File: src/rtl/counter_pkg.sv
// Shared types and field widths for the stopwatch counter and its controller.
package counter_pkg;

   localparam int unsigned MIN_W  = 6;
   localparam int unsigned SEC_W  = 6;
   localparam int unsigned MS10_W = 7;

   // Encoding is visible on state_o, so the values are fixed.
   typedef enum logic [1:0] {
      StIdle = 2'd0,
      StRun  = 2'd1,
      StLap  = 2'd2,
      StStop = 2'd3
   } state_e;

endpackage

File: src/rtl/counter_ctrl_if.sv
// Button, live-count, counter-control and display signals of counter_ctrl.
interface counter_ctrl_if;
   import counter_pkg::*;

   logic              start_stop_btn;
   logic              lap_reset_btn;
   logic [MIN_W-1:0]  min_i;
   logic [SEC_W-1:0]  sec_i;
   logic [MS10_W-1:0] ms_10_i;
   logic              cnt_en_o;
   logic              cnt_clr_o;
   logic [MIN_W-1:0]  min_o;
   logic [SEC_W-1:0]  sec_o;
   logic [MS10_W-1:0] ms_10_o;
   logic [1:0]        state_o;

   // Controller side.
   modport slave (
      input  start_stop_btn, lap_reset_btn, min_i, sec_i, ms_10_i,
      output cnt_en_o, cnt_clr_o, min_o, sec_o, ms_10_o, state_o
   );

   // Environment side: buttons and counter_core drive, display consumes.
   modport master (
      output start_stop_btn, lap_reset_btn, min_i, sec_i, ms_10_i,
      input  cnt_en_o, cnt_clr_o, min_o, sec_o, ms_10_o, state_o
   );

endinterface

File: src/rtl/btn_debounce.sv
// Raw button -> 2-flop synchronizer -> debouncer -> one-cycle press pulse.
// After reset the debouncer stays disarmed until the button has been seen low
// for DEBOUNCE_CYCLES cycles, so a button held through reset never fires.
module btn_debounce #(
   parameter int unsigned DEBOUNCE_CYCLES = 20
) (
   input  logic clk,
   input  logic rst,
   input  logic btn_i,
   output logic pulse_o
);

   localparam int unsigned CntW = (DEBOUNCE_CYCLES > 1) ? $clog2(DEBOUNCE_CYCLES) : 1;
   localparam logic [CntW-1:0] CntMax = CntW'(DEBOUNCE_CYCLES - 1);

   logic            sync1_q, sync2_q;
   logic [1:0]      vld_q;
   logic            arm_q, arm_d;
   logic            acc_q, acc_d;
   logic            acc_dly_q;
   logic            pulse_q;
   logic [CntW-1:0] cnt_q, cnt_d;

   // Synchronizer; vld_q marks when sync2_q reflects the pin rather than reset.
   always_ff @(posedge clk or posedge rst) begin
      if (rst) begin
         sync1_q <= 1'b0;
         sync2_q <= 1'b0;
         vld_q   <= 2'b00;
      end else begin
         sync1_q <= btn_i;
         sync2_q <= sync1_q;
         vld_q   <= {vld_q[0], 1'b1};
      end
   end

   // Stability counter: arms on a stable low, then tracks the accepted level.
   always_comb begin
      cnt_d = '0;
      acc_d = acc_q;
      arm_d = arm_q;
      if (!arm_q) begin
         if (vld_q[1] && !sync2_q) begin
            if (cnt_q == CntMax) begin
               arm_d = 1'b1;
            end else begin
               cnt_d = cnt_q + 1'b1;
            end
         end
      end else if (sync2_q != acc_q) begin
         if (cnt_q == CntMax) begin
            acc_d = sync2_q;
         end else begin
            cnt_d = cnt_q + 1'b1;
         end
      end
   end

   // Debounce state and registered rising-edge pulse.
   always_ff @(posedge clk or posedge rst) begin
      if (rst) begin
         cnt_q     <= '0;
         acc_q     <= 1'b0;
         arm_q     <= 1'b0;
         acc_dly_q <= 1'b0;
         pulse_q   <= 1'b0;
      end else begin
         cnt_q     <= cnt_d;
         acc_q     <= acc_d;
         arm_q     <= arm_d;
         acc_dly_q <= acc_q;
         pulse_q   <= acc_q & ~acc_dly_q;
      end
   end

   assign pulse_o = pulse_q;

endmodule

File: src/rtl/counter_ctrl.sv
// Stopwatch controller: debounced buttons drive an IDLE/RUN/LAP/STOP FSM that
// enables and clears counter_core and selects a live or lap-frozen display.
module counter_ctrl
   import counter_pkg::*;
#(
   parameter int unsigned DEBOUNCE_CYCLES = 20
) (
   input logic            clk,
   input logic            rst,
   counter_ctrl_if.slave  bus_io
);

   logic              ss_pulse, lap_pulse;
   state_e            state_q, state_d;
   logic              clr_q, clr_d;
   logic              lap_cap;
   logic [MIN_W-1:0]  lap_min_q;
   logic [SEC_W-1:0]  lap_sec_q;
   logic [MS10_W-1:0] lap_ms_q;

   btn_debounce #(.DEBOUNCE_CYCLES(DEBOUNCE_CYCLES)) u_ss_db (
      .clk     (clk),
      .rst     (rst),
      .btn_i   (bus_io.start_stop_btn),
      .pulse_o (ss_pulse)
   );

   btn_debounce #(.DEBOUNCE_CYCLES(DEBOUNCE_CYCLES)) u_lap_db (
      .clk     (clk),
      .rst     (rst),
      .btn_i   (bus_io.lap_reset_btn),
      .pulse_o (lap_pulse)
   );

   // Next state; start/stop has priority so a coincident lap pulse is dropped.
   always_comb begin
      state_d = state_q;
      lap_cap = 1'b0;
      clr_d   = 1'b0;
      unique case (state_q)
         StIdle: if (ss_pulse) state_d = StRun;
         StRun: begin
            if (ss_pulse) begin
               state_d = StStop;
            end else if (lap_pulse) begin
               state_d = StLap;
               lap_cap = 1'b1;
            end
         end
         StLap: begin
            if (ss_pulse)       state_d = StStop;
            else if (lap_pulse) state_d = StRun;
         end
         StStop: begin
            if (ss_pulse) begin
               state_d = StRun;
            end else if (lap_pulse) begin
               state_d = StIdle;
               clr_d   = 1'b1;
            end
         end
         default: state_d = StIdle;
      endcase
   end

   // State register; clear is held through reset and its first following cycle.
   always_ff @(posedge clk or posedge rst) begin
      if (rst) begin
         state_q <= StIdle;
         clr_q   <= 1'b1;
      end else begin
         state_q <= state_d;
         clr_q   <= clr_d;
      end
   end

   // Lap registers capture the live count on RUN->LAP only.
   always_ff @(posedge clk or posedge rst) begin
      if (rst) begin
         lap_min_q <= '0;
         lap_sec_q <= '0;
         lap_ms_q  <= '0;
      end else if (lap_cap) begin
         lap_min_q <= bus_io.min_i;
         lap_sec_q <= bus_io.sec_i;
         lap_ms_q  <= bus_io.ms_10_i;
      end
   end

   assign bus_io.state_o   = state_q;
   assign bus_io.cnt_en_o  = (state_q == StRun) || (state_q == StLap);
   assign bus_io.cnt_clr_o = clr_q;
   assign bus_io.min_o     = (state_q == StLap) ? lap_min_q : bus_io.min_i;
   assign bus_io.sec_o     = (state_q == StLap) ? lap_sec_q : bus_io.sec_i;
   assign bus_io.ms_10_o   = (state_q == StLap) ? lap_ms_q  : bus_io.ms_10_i;

endmodule

File: src/flat_wrapper.sv
// flat-port wrapper written by rule: the top's interface ports become plain ports
module counter_ctrl_flat import counter_pkg::*;
#(
   parameter int unsigned DEBOUNCE_CYCLES = 20
)
  (clk, rst, bus_io_start_stop_btn, bus_io_lap_reset_btn, bus_io_min_i, bus_io_sec_i, bus_io_ms_10_i, bus_io_cnt_en_o, bus_io_cnt_clr_o, bus_io_min_o, bus_io_sec_o, bus_io_ms_10_o, bus_io_state_o);
  counter_ctrl_if bus_io_i ();
  input logic clk;
  input logic rst;
  input wire logic [$bits(bus_io_i.start_stop_btn)-1:0] bus_io_start_stop_btn;
  input wire logic [$bits(bus_io_i.lap_reset_btn)-1:0] bus_io_lap_reset_btn;
  input wire logic [$bits(bus_io_i.min_i)-1:0] bus_io_min_i;
  input wire logic [$bits(bus_io_i.sec_i)-1:0] bus_io_sec_i;
  input wire logic [$bits(bus_io_i.ms_10_i)-1:0] bus_io_ms_10_i;
  output wire logic [$bits(bus_io_i.cnt_en_o)-1:0] bus_io_cnt_en_o;
  output wire logic [$bits(bus_io_i.cnt_clr_o)-1:0] bus_io_cnt_clr_o;
  output wire logic [$bits(bus_io_i.min_o)-1:0] bus_io_min_o;
  output wire logic [$bits(bus_io_i.sec_o)-1:0] bus_io_sec_o;
  output wire logic [$bits(bus_io_i.ms_10_o)-1:0] bus_io_ms_10_o;
  output wire logic [$bits(bus_io_i.state_o)-1:0] bus_io_state_o;
  assign bus_io_i.start_stop_btn = bus_io_start_stop_btn;
  assign bus_io_i.lap_reset_btn = bus_io_lap_reset_btn;
  assign bus_io_i.min_i = bus_io_min_i;
  assign bus_io_i.sec_i = bus_io_sec_i;
  assign bus_io_i.ms_10_i = bus_io_ms_10_i;
  assign bus_io_cnt_en_o = bus_io_i.cnt_en_o;
  assign bus_io_cnt_clr_o = bus_io_i.cnt_clr_o;
  assign bus_io_min_o = bus_io_i.min_o;
  assign bus_io_sec_o = bus_io_i.sec_o;
  assign bus_io_ms_10_o = bus_io_i.ms_10_o;
  assign bus_io_state_o = bus_io_i.state_o;
  counter_ctrl #(.DEBOUNCE_CYCLES(DEBOUNCE_CYCLES)) u_core (.clk(clk), .rst(rst), .bus_io(bus_io_i));
endmodule
File: config.mk
export PLATFORM = sky130hd
export DESIGN_NAME = counter_ctrl_flat
export DESIGN_NICKNAME = d
export VERILOG_FILES = /design/src/rtl/counter_pkg.sv /design/src/rtl/counter_ctrl_if.sv /design/src/rtl/btn_debounce.sv /design/src/rtl/counter_ctrl.sv /design/src/flat_wrapper.sv
export SDC_FILE = /design/constraint.sdc
export NUM_CORES = 1
export LEC_CHECK = 0
export ABC_AREA = 1
export BUFFER_PORTS_ARGS = -buffer_cell sky130_fd_sc_hd__buf_2
export CORE_MARGIN = 5
export CORE_UTILIZATION = 39
export DETAILED_ROUTE_END_ITERATION = 6
export PLACE_DENSITY = 0.61
export SETUP_SLACK_MARGIN = 0.5
export SLEW_MARGIN = 20
export SYNTH_ARGS = -nofsm -noshare
export SYNTH_HDL_FRONTEND = slang
export SYNTH_HIERARCHICAL = 1
export SYNTH_SLANG_ARGS = --single-unit
File: constraint.sdc
create_clock -name clk -period 1.57 [get_ports clk]
set_clock_uncertainty 0.05 [all_clocks]
set_input_delay 0.2355 -clock clk [delete_from_list [all_inputs] [get_ports clk]]
set_output_delay 0.2355 -clock clk [all_outputs]
set_load 0.02 [all_outputs]
Word-level counts from Yosys, hierarchy flattened. Cells that the tools add are included.

Register bits: 48. Bits of input ports: 23. Word-level logic and storage cells: 76. Output and inout port bits: 23.

Eq/ne operators: 11. Muxes and demuxes: 29. Reductions and logical operators: 9. $add $sub $neg: 2. Bitwise gates (word level): 4.

Operators by type and width (number): 5-bit two-way mux (8); 2-bit two-way mux (7); 6-bit two-way mux (2); 5-bit by 1-bit adder with 5-bit output, second input constant (2); 5-bit == test, second input constant (2); 1-bit two-way mux (10); 3-bit inequality test, second input constant (3); 2-bit case mux with 4 select lines (1); 7-bit two-way mux (1); 3-bit AND reduction (2); 2-bit == test, second input constant (2); 4-bit AND reduction (1); 1-bit bitwise AND (2); 2-bit by 1-bit == test with 1-bit output, second input constant (1); 1-bit logical AND (2); 1-bit zero test (2); 2-bit zero test (1); 1-bit inequality test (2); 2-bit inequality test, second input constant (1); 1-bit inverter (2); 1-bit logical OR (1).

Logic depth before layout (Yosys ltp).
Depth after elaboration: 4. Gate-level depth with buffers: 8. Depth with buffers taken out: 8.

By module. The synthesis kept the hierarchy.

Modules (own cells, without submodules): counter_ctrl (instances 1, cells an instance 156, area an instance 1249.9 sq um); btn_debounce (instances 2, cells an instance 48, area an instance 529.3 sq um).

Worst setup path before layout. No wires, ideal clock.

Kind: flip-flop to output port. Start: register u_core.state_q[0], in the netlist u_core/bus_io.state_o[0]. End: output bus_io_min_o[4]. Arrival time: 1568 ps. Required time: 1285 ps. Cell stages (with the launch flop): 5. Setup slack: -284 ps. Cells stage by stage: dfrtp_1 > inv_1 > ha_1 > clkbuf_1 > o21ai_0.

Word-level cells in the longest chain between the ends: 2.

Ends and longest elaborated chain: start, declared (RTL line counter_ctrl.sv:14) `state_e state_q, state_d;`; start signal, assigned (RTL line counter_ctrl.sv:69) `state_q <= StIdle;`; start signal, assigned (RTL line counter_ctrl.sv:72) `state_q <= state_d;`; 2-bit == test (RTL line counter_ctrl.sv:93) `assign bus_io.min_o = (state_q == StLap) ? lap_min_q : bus_io.min_i;`; 6-bit two-way mux (RTL line counter_ctrl.sv:93); end, declared (RTL line flat_wrapper.sv:17) `output wire logic [$bits(bus_io_i.min_o)-1:0] bus_io_min_o;`.

Every way passes these cells.

Final worst setup path.
Start: register u_core.state_q[1], in the netlist u_core/bus_io.state_o[1]. End: output bus_io_ms_10_o[5].

Word-level cells in the longest chain between the ends: 2.

Ends and longest elaborated chain: 2-bit == test (RTL line counter_ctrl.sv:95) `assign bus_io.ms_10_o = (state_q == StLap) ? lap_ms_q : bus_io.ms_10_i;`; 7-bit two-way mux (RTL line counter_ctrl.sv:95); end, declared (RTL line flat_wrapper.sv:19) `output wire logic [$bits(bus_io_i.ms_10_o)-1:0] bus_io_ms_10_o;`.

Every way passes these cells.

==> results.json <==
{
  "synth_cell_types": 26,
  "numCtsBuffers": 5,
  "drt_first_iter_violations": 54,
  "finalSetupViolations": 42,
  "clk_path_buf_depth": 2,
  "io_buffers": 45,
  "arrival_ns": 1.51,
  "cp.required_ns": 1.28,
  "drv_cap": 0,
  "ys_async_sr_fraction_pct": 100,
  "yosys.area.top_type": "dfrtp_1",
  "die_y_um": 86.9,
  "gr-usage-met3_pct": 3.03,
  "use_met1_pct": 18.2,
  "regArea_um2": 1200,
  "syn2layout_area_growth_pct": 63.8,
  "wl_per_cell_um": 13.5,
  "ys_warn_count": 6,
  "drv_slew": 0,
  "crit_type": "flop to output port",
  "drive_gt1_share_pct": 58.6,
  "cts-htree-levels": 2,
  "fp.dieArea_um2": 7560,
  "reg2regPathDepth": 11,
  "overflow": 0,
  "synth-seq-area-share_pct": 52.1,
  "clk_pin_slew_worst_paths_ns": 0.09,
  "hold_slack_ns": 0.152,
  "grt.total_usage_pct": 15.0,
  "hold_viol": 0,
  "setup-tns-final_ns": -6.53,
  "ant_nets": 0,
  "cts_tree": "yes",
  "start_kind": "flop",
  "netlist_instances": 252,
  "p_leak_nw": 1.73,
  "fin_ws_ns": -0.227,
  "synth.net_count": 282,
  "root_buffer": "clkbuf_8",
  "synth_common_cells": "62 x nand2_1, 47 x dfrtp_1, 34 x inv_1",
  "rsz0062_at_grt": "yes",
  "crit_path_end_kind": "output port",
  "top_usage_layer": "met2",
  "finalNetCount": 365,
  "peakVddDrop_mv": 0.561,
  "endpoint": "bus_io_ms_10_o[5]",
  "rrSetupSlack_ns": -0.17,
  "dp_slack_ns": 0.0369,
  "dp_hpwl_um": 2970,
  "r2r_end": "u_core/bus_io.state_o[0]",
  "synth_top_area_share_pct": 50.9,
  "drt-pass1-iter-count": 4,
  "die-width_um": 86.9,
  "start_util_pct": 39.5,
  "grt_start_max_net_pins": 23,
  "synth_most_common_cell": "nand2_1",
  "grt_antenna_before_repair": 0,
  "status": "complete, but fails checks",
  "powerDensity_nw_per_um2": 600,
  "ios": 46,
  "synth_area_um2": 2310,
  "worstSetupStartpoint": "u_core/bus_io.state_o[1]",
  "cts_num_sinks": 48,
  "r2r_start": "u_core/bus_io.state_o[1]",
  "vias": 1942,
  "grt_pass1_wl_um": 8870,
  "synth_edf_count": 0,
  "insertedDiodeCount": 0,
  "grt_pass1_vias": 1944,
  "routed_wirelength_um": 5560,
  "clock_latency_ns": 0.30,
  "vias_per_cell": 4.73,
  "syn_area_per_cell_um2": 9.16,
  "period_needed_ns": 1.80,
  "netlist_top_cells_area": "dfrtp_1 51%, nand2_1 10%, o21ai_0 5.9%",
  "drc": 0,
  "post-route-period-util_pct": 114,
  "crit_fanout": 6,
  "power.total_mw": 2.27,
  "fmax_ghz": 0.557,
  "multi_input_area_um2": 1290,
  "place_congestion": 0.843,
  "yosys_register_bits": 48,
  "violations": "setup timing",
  "synth_ff_type": "dfrtp_1",
  "core-area_um2": 5850,
  "hp-class": "primary input to flop",
  "fillers": 455,
  "use_met2_pct": 25.5,
  "fp-row-count": 28
}
[state kept, by name (all words and copies together) (netlist names)]
name,count
u_core/u_lap_db/vld_q,2
u_core/u_ss_db/sync1_q,1
u_core/u_ss_db/acc_dly_q,1
u_core/u_lap_db/acc_q,1
u_core/u_ss_db/arm_q,1
u_core/u_ss_db/vld_q,2
u_core/u_lap_db/cnt_q,5
u_core/bus_io.state_o,2
u_core/u_ss_db/cnt_q,5
u_core/u_lap_db/arm_q,1
u_core/u_lap_db/acc_dly_q,1
u_core/u_lap_db/sync1_q,1
u_core/lap_min_q,6
u_core/u_ss_db/pulse_o,1
u_core/lap_ms_q,7
u_core/u_lap_db/sync2_q,1
u_core/u_lap_db/pulse_o,1
u_core/u_ss_db/acc_q,1
u_core/lap_sec_q,6
u_core/u_ss_db/sync2_q,1
u_core/bus_io.cnt_clr_o,1
[area by class of cell]
class,count,share of cell area [%]
timing repair buffer,84,24.9
tap,75,2.48
inverter,39,4.07
sequential,48,31.9
clock buffer,6,2.18
clock inverter,2,0.265
multi-input combinational,157,34.2
[metrics by stage]
step / utilization (%) / cell area, um^2 / instances
after floorplan: - / 2500 / 252
after global placement: 47.7 / 2790 / 369
after detailed placement: 47.7 / 2790 / 369
after CTS: 60.3 / 3530 / 404
after global routing: 64.6 / 3780 / 411
final: 64.6 / 3780 / 411
[where the power goes]
part           internal (mW)  switching [mW]
logic                  0.117           0.134
registers               1.25          0.0100
clock network          0.352           0.406
total                   1.72           0.550
[routing by layer]
layer / part of all wire [%] / vias up / wire length (um)
met1: 40 / 932 / 2200
met2: 53 / 47 / 2920
met3: 4.7 / 15 / 262
met5: 0 / - / 0
li1: - / 948 / -
met4: 3.2 / 0 / 177
[cell families after synthesis]
kind of cell | Yosys count | synth area share (%)
xor gates and xnor gates | 6 | 2.28
and+or+nand+nor | 102 | 21.1
DFF | 48 | 52.1
AOI/OAI and AO/OA | 40 | 10.7
other | 2 | 0.325
buffers and inverters | 47 | 9.70
adders and majority gates | 7 | 3.79
[repair_timing]
action / in CTS / in global routing
hold buffers: 3 / 0
setup buffers: 17 / 5
setup endpoints to repair: 56 / 57
gates resized for setup: 97 / 38
gates cloned: 7 / 2
endpoints found under the hold margin: 49 / 0
pin swaps: 6 / 16
[placed cells by master (no fill, tap or decap), types with 4 or more instances in the layout]
cell      synthesis  layout
nand3_1          14      12
nand2_1          62      28
o21ai_1           0       6
buf_4             1      13
nor2_2            8       8
inv_2             5       5
buf_2             2      22
buf_6             1      32
xor2_1            4       4
nand2_2           6      32
clkbuf_8          0       6
nand2_4           2      10
buf_16            0       7
ha_4              0       6
inv_1            34      32
o21ai_2          11      19
nand3_2           3       4
dfrtp_1          47      45
buf_12            2       5
o21ai_4           0      13
[worst max-delay path: stages, from the launching register on]
cell     delay, ns
dfrtp_2       0.44
ha_4          0.23
buf_12        0.14
buf_16        0.14
o21ai_4       0.12
buf_6         0.13
[how the worst min path moves through the flow]
stage	startpoint	endpoint	slack, ns	cells past startpoint
after global placement	rst	u_core/u_ss_db/sync1_q	0.26	2
after detailed placement	rst	u_core/u_ss_db/sync2_q	0.25	2
after global routing	bus_io_min_i[2]	u_core/lap_min_q[2]	0.16	3
after CTS	bus_io_min_i[1]	u_core/lap_min_q[1]	0.15	3
after floorplan	rst	u_core/u_lap_db/acc_dly_q	0.06	1
final	bus_io_min_i[1]	u_core/lap_min_q[1]	0.15	3
Power figures use the tool's default switching activity.
